`src/rtl/muldiv_unit.sv`:
```
// Iterative MIPS multiply/divide unit owning the HI/LO registers.
// Define MULDIV_FAST_MUL_EN to compute MULT/MULTU in a single cycle (divides stay iterative).
module muldiv_unit #(
  parameter int unsigned ITERS = 32
) (
  input  logic        clk,
  input  logic        reset,
  input  logic        start,
  input  logic [5:0]  fncode,
  input  logic [31:0] a,
  input  logic [31:0] b,
  output logic        busy,
  output logic        done,
  output logic [31:0] hi,
  output logic [31:0] lo
);

  localparam int unsigned W  = 32;
  localparam int unsigned DW = 64;
  localparam int unsigned CW = 5;

  localparam logic [5:0] FN_MTHI  = 6'h11;
  localparam logic [5:0] FN_MTLO  = 6'h13;
  localparam logic [5:0] FN_MULT  = 6'h18;
  localparam logic [5:0] FN_MULTU = 6'h19;
  localparam logic [5:0] FN_DIV   = 6'h1A;
  localparam logic [5:0] FN_DIVU  = 6'h1B;

  typedef enum logic [1:0] {IDLE, ITER, FIX} state_t;

  state_t          state_q, state_n;
  logic [CW-1:0]   cnt;
  logic [DW-1:0]   acc;
  logic [W-1:0]    oper;
  logic [W-1:0]    dividend;
  logic            op_div, neg_res, neg_rem, div_zero;
  logic            busy_n, done_n;

  logic            is_mul, is_div, is_sgn, accept, accept_iter, accept_fast;
  logic [W-1:0]    a_abs, b_abs;

  assign is_mul = (fncode == FN_MULT) || (fncode == FN_MULTU);
  assign is_div = (fncode == FN_DIV)  || (fncode == FN_DIVU);
  assign is_sgn = (fncode == FN_MULT) || (fncode == FN_DIV);
  assign accept = start && (state_q == IDLE);
  assign a_abs  = (is_sgn && a[W-1]) ? W'(-a) : a;
  assign b_abs  = (is_sgn && b[W-1]) ? W'(-b) : b;

`ifdef MULDIV_FAST_MUL_EN
  logic [DW-1:0] fast_prod;
  assign fast_prod   = is_sgn ? ({{W{a[W-1]}}, a} * {{W{b[W-1]}}, b})
                              : ({W'(0), a} * {W'(0), b});
  assign accept_iter = accept && is_div;
  assign accept_fast = accept && is_mul;
`else
  assign accept_iter = accept && (is_mul || is_div);
  assign accept_fast = 1'b0;
`endif

  // State register
  always_ff @(posedge clk) begin
    if (reset) state_q <= IDLE;
    else       state_q <= state_n;
  end

  // Next-state logic
  always_comb begin
    state_n = state_q;
    case (state_q)
      IDLE:    if (accept_iter) state_n = ITER;
      ITER:    if (cnt == CW'(ITERS - 1)) state_n = FIX;
      FIX:     state_n = IDLE;
      default: state_n = IDLE;
    endcase
  end

  // Next values of the registered status outputs
  always_comb begin
    busy_n = (state_n != IDLE);
    done_n = (state_q == FIX) || accept_fast;
  end

  always_ff @(posedge clk) begin
    if (reset) begin
      busy <= 1'b0;
      done <= 1'b0;
    end else begin
      busy <= busy_n;
      done <= done_n;
    end
  end

  // One shift-add or restoring shift-subtract step; acc holds {upper, lower} halves
  logic [W:0]    mul_upper, div_top, div_diff;
  logic [DW-1:0] step;
  always_comb begin
    mul_upper = {1'b0, acc[DW-1:W]} + (acc[0] ? {1'b0, oper} : {(W+1){1'b0}});
    div_top   = acc[DW-1:W-1];
    div_diff  = div_top - {1'b0, oper};
    if (op_div) begin
      if (div_top >= {1'b0, oper}) step = {div_diff[W-1:0], acc[W-2:0], 1'b1};
      else                         step = {acc[DW-2:0], 1'b0};
    end else begin
      step = {mul_upper, acc[W-1:1]};
    end
  end

  // Sign fixup and special-case results applied when leaving FIX
  logic [DW-1:0] prod_fix;
  logic [W-1:0]  fix_hi, fix_lo;
  always_comb begin
    prod_fix = neg_res ? DW'(-acc) : acc;
    fix_hi   = prod_fix[DW-1:W];
    fix_lo   = prod_fix[W-1:0];
    if (op_div) begin
      if (div_zero) begin
        fix_hi = dividend;
        fix_lo = '1;
      end else begin
        fix_lo = neg_res ? W'(-acc[W-1:0])  : acc[W-1:0];
        fix_hi = neg_rem ? W'(-acc[DW-1:W]) : acc[DW-1:W];
      end
    end
  end

  // Datapath and HI/LO registers
  always_ff @(posedge clk) begin
    if (reset) begin
      hi       <= '0;
      lo       <= '0;
      acc      <= '0;
      oper     <= '0;
      dividend <= '0;
      cnt      <= '0;
      op_div   <= 1'b0;
      neg_res  <= 1'b0;
      neg_rem  <= 1'b0;
      div_zero <= 1'b0;
    end else begin
      if (accept && fncode == FN_MTHI) hi <= a;
      if (accept && fncode == FN_MTLO) lo <= a;
`ifdef MULDIV_FAST_MUL_EN
      if (accept_fast) begin
        hi <= fast_prod[DW-1:W];
        lo <= fast_prod[W-1:0];
      end
`endif
      if (accept_iter) begin
        op_div   <= is_div;
        oper     <= is_div ? b_abs : a_abs;
        acc      <= {W'(0), (is_div ? a_abs : b_abs)};
        dividend <= a;
        div_zero <= (b == '0);
        neg_res  <= is_sgn && (a[W-1] ^ b[W-1]);
        neg_rem  <= is_sgn && a[W-1];
        cnt      <= '0;
      end
      if (state_q == ITER) begin
        acc <= step;
        cnt <= cnt + CW'(1);
      end
      if (state_q == FIX) begin
        hi <= fix_hi;
        lo <= fix_lo;
      end
    end
  end

endmodule

```
`config.mk`:
```
export PLATFORM = sky130hd
export DESIGN_NAME = muldiv_unit
export DESIGN_NICKNAME = d
export VERILOG_FILES = /design/src/rtl/muldiv_unit.sv
export SDC_FILE = /design/constraint.sdc
export NUM_CORES = 1
export LEC_CHECK = 0
export CORE_MARGIN = 2
export CORE_UTILIZATION = 30
export CTS_CLUSTER_SIZE = 20
export DETAILED_ROUTE_END_ITERATION = 16
export SETUP_SLACK_MARGIN = 0.2
export SYNTH_ARGS = -nofsm -noshare
export SYNTH_HDL_FRONTEND = slang
export SYNTH_SLANG_ARGS = --single-unit
```
`constraint.sdc`:
```
create_clock -name clk -period 3.22 [get_ports clk]
set_input_delay 0.644 -clock clk [delete_from_list [all_inputs] [get_ports clk]]
set_output_delay 0.644 -clock clk [all_outputs]
set_load 0.01 [all_outputs]
```
==> metrics, run 1 <==
Die Ht=238 µm; Post-Syn Area=16400 µm²; share of the synthesized area in the top cell type=25.0%; Comb pwr share=21.3%; final hold vios=0; Filler cells=5262; Sequential cell area=4160 µm²; sequential area share after synthesis=25.0%; Routed WL=74700 µm; kind of critical path=reg2reg; startpoint types=flip-flop; largest net degree at the start of global routing=102; Synth-to-Final Area Change=42.4%; LEAKAGE=~0.0094 µW; minimum clock period=3240 ps; Iteration-0 DRC Markers=1888; GRT Total Usage=between 20% and 30%; failing checks=negative setup slack; Final WS setup=-19.7 ps; headroom to the max-slew limit=around 29%; final cell count without fillers=3255; outcome=complete, but fails checks; clock sink count=205; Mapped Nets=2334; DP Cell Count=3167; Top Ports=139; Max Clk Rate=around 0.31 GHz; fin. max-slew vios=0; Reg power frac=34.1%; Clock Latency Late Sink=about 580 ps; CTS tree=yes; root buffer cell=clkbuf_16; Starting Density=30.4%; synth warn=0; Post-Syn Instances=2189; Die Wd=238 µm; layout cells sized above 1=a little over a quarter; H-Tree Depth=1; pre-CTS setup slack=-685 ps; number of global-route vias before repair=18200; ranking of synthesized cells by area=dfxtp_1 (25%), mux2i_1 (6.8%), a21oi_1 (5.9%); worst vdd ir=459 µV; PortBufs=around 140; via/cell ratio=~5.7; MaxCap Viol Count=0; worst-path fanout max=5; total grt overflow=0; Pwr Density=approximately 320 nW/µm²; Antenna Cells=0; Worst Path Required=3690 ps; internal power=~5400 µW; multi-input combinational cell area=12700 µm²; Main synth FF type=dfxtp_1; row count=85; first-pass GRT wire length=approximately 110000 µm; Reg clk slew, reported paths=approximately 60 ps; Netlist cell types=73; cell with the most instances after synthesis=nand2_1; post-DP HPWL=55700 µm; CP Capture Type=flip-flop; crit path DAT=3710 ps; Switching Fraction=28.7%; syn_area_per_cell=7.49 µm²; vias post-DR=18600; EDFF count, synth=0; top cell type by total area after synthesis=dfxtp_1; Placed Area=20600 µm²; RSZ-0062 raised after global routing=true; Yosys reg bits=205; skew final=25.7 ps; Slew @ Worst Pin=1070 ps; GPL Wtd Cong=0.925; drt pass-1 iters=6; Critical Path Start=acc[18]; number of CTS-inserted buffers=26; final net count=2685; Synth async-reset ratio=0%; Tot Pwr=between 7000 and 8000 µW; hold path start=reset; die area=56600 µm²; drt wl/cell=23.0 µm; clk buf depth=3; NetSw=2170 µW; setup violators final=5; Hold Path Class=in2reg; initial antenna violation count=0; Routed Antenna Nets=0; clock share of power=44.6%; R2R Path Start=acc[18]; setup TNS=-55.5 ps; drc violations=0; final period utilization=101%; final instance area=between 20000 and 25000 µm²; Core ar.=53900 µm²; commonest cells in the netlist=nand2_1 (237), nor2_1 (222), dfxtp_1 (205), a21oi_1 (195), clkbuf_1 (156)
-- sequential cells by signal, summed over array words and instances, names as in the netlist --
signal and cells:
hi 32, op_div 1, acc 64, div_zero 1
oper 32, neg_rem 1, cnt 5, lo 32
busy 1, neg_res 1, state_q 2, done 1
dividend 32
-- cells by family after synthesis --
logic type | count (synthesis) | synth area share, %
adder cells (fa/ha/maj) | 72 | 5.58
AND/OR/NAND/NOR | 685 | 19.1
buffers and inverters | 244 | 5.72
XOR/XNOR | 201 | 10.7
multiplexers | 120 | 7.39
AO/OA/AOI/OAI | 662 | 26.4
flip-flops | 205 | 25.0
-- routing by layer --
metal	GRT usage [%]	vias up	wire length, µm
met3	3.73	207	5550
met1	32.7	9020	30900
li1	-	8622	-
met5	0	-	0
met4	11.0	0	4150
met2	41.5	780	34200
-- worst max-delay path, stage by stage (launching register included) --
cell and delay [ps]:
dfxtp_1 310, or4_4 530, or3_4 430, or3_4 390
or4_4 460, buf_12 170, o31ai_4 210, xnor2_1 150
nor2_1 50, a21oi_1 150, nor2_1 60, a211oi_1 220
-- cells in the final DEF (no fill, tap or decap), drive strengths merged, types with 30 or more instances in the layout --
cell           netlist  routed
a211oi              63      63
inv                 65      65
xnor2               97      97
o21ai              143     143
nand3               36      36
clkbuf             160      35
nand2              237     237
ha                  70      70
a21oi              195     195
mux2i              111     111
xor2               104     104
buf                 18     363
nor2               222     222
a21o                30      30
o31ai               36      36
a221oi              38      38
nor3                41      41
dfxtp              205     205
clkdlybuf4s50        0     135
-- path summary, 6_finish.rpt --
kind | end | slack (ps) | depth (start not counted)
min | oper[13] | 440 | 2
min reg2reg | dividend[15] | 450 | 2
max | hi[27] | -20 | 11
max reg2reg | hi[27] | -20 | 11
-- per-stage QoR --
| stage | hold WS [ps] | util (%) |
|---|---|---|
| final | 437 | 43.3 |
| after global routing | 445 | 43.3 |
| after CTS | 423 | 41.3 |
| after detailed placement | 445 | 38.1 |
| after global placement | 438 | 38.1 |
| after floorplan | 432 | - |
-- area by class of cell --
cell class | count | share of cell area (%)
multi-input cells | 1740 | 54.2
repair buffers | 501 | 19.0
flip-flops and latches | 205 | 17.8
well taps | 696 | 3.73
clock buffers | 34 | 3.17
inverters | 66 | 1.12
clock inverters | 13 | 0.996
-- power groups by stage --
| stage | clock network (µW) | logic [µW] | registers [µW] |
|---|---|---|---|
| final | 3380 | 1620 | 2580 |
| after CTS | 3410 | 1370 | 2590 |
| after floorplan | 0 | 583 | 2640 |
| after global routing | 3500 | 1690 | 2590 |
| after global placement | 0 | 1220 | 2640 |
| after detailed placement | 0 | 1230 | 2640 |
-- what timing repair did --
action,in CTS,in global routing
setup buffers,19,21
cloned,0,1
endpoints found under the hold margin,0,0
hold buffers,0,0
setup endpoints to repair,74,79
resized for setup,141,226
pin swaps,57,104
No activity file was read; power rests on OpenSTA's default activity.
==> run 2, diff against run 1 <==
Settings changed: ABC_AREA set to 1.
==> metrics, run 2 <==
vias post-DR=25300 (was 18600); DP Cell Count=4622 (was 3167); family with the most delay on the worst path=simple AND/OR/NAND/NOR gates (unchanged); Iteration-0 DRC Markers=3472 (was 1888); fin. max-slew vios=0 (unchanged); hold slack=473 ps (was 437 ps); drt wl/cell=21.6 µm (was 23.0 µm); clk buf depth=3 (unchanged); PortBufs=138 (unchanged); worst path bufs/invs=2 (was 1); Hold Path Class=reg2reg (was in2reg); skew final=25.7 ps (about the same); ranking of synthesized cells by area=dfxtp_1 (20%), nand2_1 (20%), inv_1 (8.6%) (was dfxtp_1 (25%), mux2i_1 (6.8%), a21oi_1 (5.9%)); Die Ht=264 µm (was 238 µm); initial antenna violation count=0 (unchanged); Slew @ Worst Pin=913 ps (was 1070 ps); crit path DAT=3350 ps (was 3710 ps); Worst Path Required=3720 ps (was 3690 ps); postcts setup bufs=0 (was 19); MaxCap Viol Count=0 (unchanged); top cell type by total area after synthesis=dfxtp_1 (unchanged); GRT met1 Usage=37.8% (was 32.7%); Reg-to-Reg End=acc[58] (was hi[27]); busiest metal layer after global routing=met2 (unchanged); Post-Syn Instances=3648 (was 2189); Synth async-reset ratio=0% (unchanged); commonest cells after routing, fill and taps aside=nand2_1 (1079), inv_1 (459), nor2_1 (376) (was buf_4 (318), nand2_1 (225), nor2_1 (208)); first-pass GRT wire length=149000 µm (was 110000 µm); Main synth FF type=dfxtp_1 (unchanged); kind of critical path=reg2reg (unchanged); final cell count without fillers=4670 (was 3255); Clock Latency Late Sink=590 ps (was 580 ps); Routed WL=101000 µm (was 74700 µm); Core ar.=66900 µm² (was 53900 µm²); Max Clk Rate=0.350 GHz (was 0.309 GHz); final hold vios=0 (unchanged); CP Capture Type=flip-flop (unchanged); H-Tree Depth=1 (unchanged); GR met2 Demand/Resource=42.9% (was 41.5%); CP max stage cell=ha_1 (was or4_4); # hold bufs at CTS=0 (unchanged); R2R depth=15 (was 11); startpoint types=flip-flop (unchanged); critical path cell sequence=inv_1 > ha_1 > nand2_2 > nor2_2 > nand2_1 > nor2_1 > nand4_1 > nand2_2 > nor2_8 > nand2_4 > buf_12 > nand3_1 > nand3_1 > nand2_1 > a21oi_1 (was or4_4 > or3_4 > or3_4 > or4_4 > buf_12 > o31ai_4 > xnor2_1 > nor2_1 > a21oi_1 > nor2_1 > a211oi_1); hold depth=2 (unchanged); Hold Crit Endpoint=cnt[4] (was oper[13]); max FFs per register=64 (unchanged); CTS resizes=0 (was 141); synth warn=0 (unchanged); sequential area share after synthesis=20.3% (was 25.0%); headroom to the max-slew limit=39.1% (was 28.8%); die area=69500 µm² (was 56600 µm²); Mapped Nets=3793 (was 2334); Routed Antenna Nets=0 (unchanged); EDFF count, synth=0 (unchanged); share of the synthesized area in the top cell type=20.3% (was 25.0%); critical path's largest stage delay=460 ps (was 530 ps); RSZ-0062 raised after global routing=false (was true); commonest cells in the netlist=nand2_1 (1079), inv_1 (462), nor2_1 (381), nand3_1 (325), a21oi_1 (263) (was nand2_1 (237), nor2_1 (222), dfxtp_1 (205), a21oi_1 (195), clkbuf_1 (156)); layout cells sized above 1=6.98% (was 26.4%); Die Wd=264 µm (was 238 µm); via/cell ratio=5.42 (was 5.72); final period utilization=88.6% (was 101%); Synth-to-Final Area Change=18.9% (was 42.4%); largest net degree at the start of global routing=84 (was 102); final net count=3922 (was 2685); total grt overflow=0 (unchanged); Reg clk slew, reported paths=60 ps (about the same); post-DP HPWL=80600 µm (was 55700 µm); R2R Path Start=oper[18] (was acc[18]); Starting Density=30.2% (was 30.4%); r2r setup slk=370 ps (was -20 ps); hold path start=cnt[4] (was reset); Filler cells=7517 (was 5262); row count=95 (was 85); GPL Wtd Cong=1.12 (was 0.925); Netlist cell types=54 (was 73); Reg with most FFs=acc (unchanged); number of CTS-inserted buffers=26 (unchanged); Pwr Density=318 nW/µm² (was 324 nW/µm²); syn_area_per_cell=5.54 µm² (was 7.49 µm²); outcome=completed (was complete, but fails checks); Placed Area=23100 µm² (was 20600 µm²); number of global-route vias before repair=23000 (was 18200); cell with the most instances after synthesis=nand2_1 (unchanged); post-route core utilization=35.9% (was 43.3%); final instance area=24000 µm² (was 23400 µm²); Post-Syn Area=20200 µm² (was 16400 µm²); drt pass-1 iters=7 (was 6); setup violators final=0 (was 5); drc violations=0 (unchanged); worst vdd ir=354 µV (was 459 µV); CTS tree=yes (unchanged); setup TNS=0 ps (was -55.5 ps); clock sink count=205 (unchanged); worst-path fanout max=19 (was 5); Yosys reg bits=205 (unchanged); Top Ports=139 (unchanged); root buffer cell=clkbuf_16 (unchanged); commonest non-fill, non-tap cell in the layout=nand2_1 (was buf_4); met3 usage=5.53% (was 3.73%); GRT Total Usage=28.0% (was 25.2%); minimum clock period=2850 ps (was 3240 ps); LEAKAGE=0.0117 µW (was 0.00945 µW)
==> run 2: cell families (layout without fill, tap and decap cells) <==
group | count (synthesis) | in the layout | synth area share, %
adders and majority gates | 72 | 72 | 4.53
xor gates and xnor gates | 74 | 74 | 3.21
AOI/OAI and AO/OA | 696 | 696 | 18.9
other | 0 | 1 | 0
buffers and inverters | 646 | 794 | 12.4
DFF | 205 | 205 | 20.3
and+or+nand+nor | 1955 | 1955 | 40.7
==> run 2: layout make-up <==
class,count,area [µm²],area share [%]
multi-input combinational,2797,13700,56.9
sequential,205,4110,17.1
timing repair buffer,266,2470,10.3
inverter,481,1810,7.53
tap,873,1090,4.55
clock buffer,34,701,2.92
clock inverter,13,174,0.724
antenna,1,2.50,0.0104
==> run 2: power breakdown <==
group          switching [µW]  internal (µW)  total (µW)
clock network            1330           1790        3110
logic                    1340            548        1890
registers                56.1           2570        2630
total                    2730           4910        7630
==> run 2: worst max path at each step <==
stage / startpoint / to / slack, ps / cells after the start
2_1_floorplan: acc[0] / acc[61] / 750 / 19
3_3_place_gp: fncode[4] / acc[5] / 230 / 13
3_5_place_dp: fncode[4] / acc[5] / 230 / 13
4_1_cts: oper[29] / acc[0] / 300 / 11
5_1_grt: oper[7] / acc[58] / 210 / 14
6_report: oper[18] / acc[58] / 370 / 15
==> run 2: metal layers <==
| metal | routed length, µm | share of wire [%] |
|---|---|---|
| met2 | 43000 | 43 |
| met1 | 41900 | 41 |
| met4 | 5540 | 5.5 |
| met5 | 0 | 0 |
| met3 | 10500 | 10 |
==> run 2: stage by stage <==
| step | setup WS (ps) | power (µW) |
|---|---|---|
| after floorplan | 749 | 3690 |
| after global placement | 232 | 4500 |
| after detailed placement | 230 | 4490 |
| after CTS | 298 | 7570 |
| after global routing | 210 | 7850 |
| final | 366 | 7630 |
==> run 2: worst register-to-register path: stages, from the launching register on <==
cell and delay [ps]:
dfxtp_1 420, inv_1 150, ha_1 460, nand2_2 120, nor2_2 150, nand2_1 130, nor2_1 120, nand4_1 120
nand2_2 140, nor2_8 40, nand2_4 190, buf_12 220, nand3_1 200, nand3_1 120, nand2_1 60, a21oi_1 120
==> run 3, diff against run 2 <==
Settings changed: CAP_MARGIN set to 20.
==> results of run 3 <==
Final layout, timing and power as in run 2 (identical DEF).
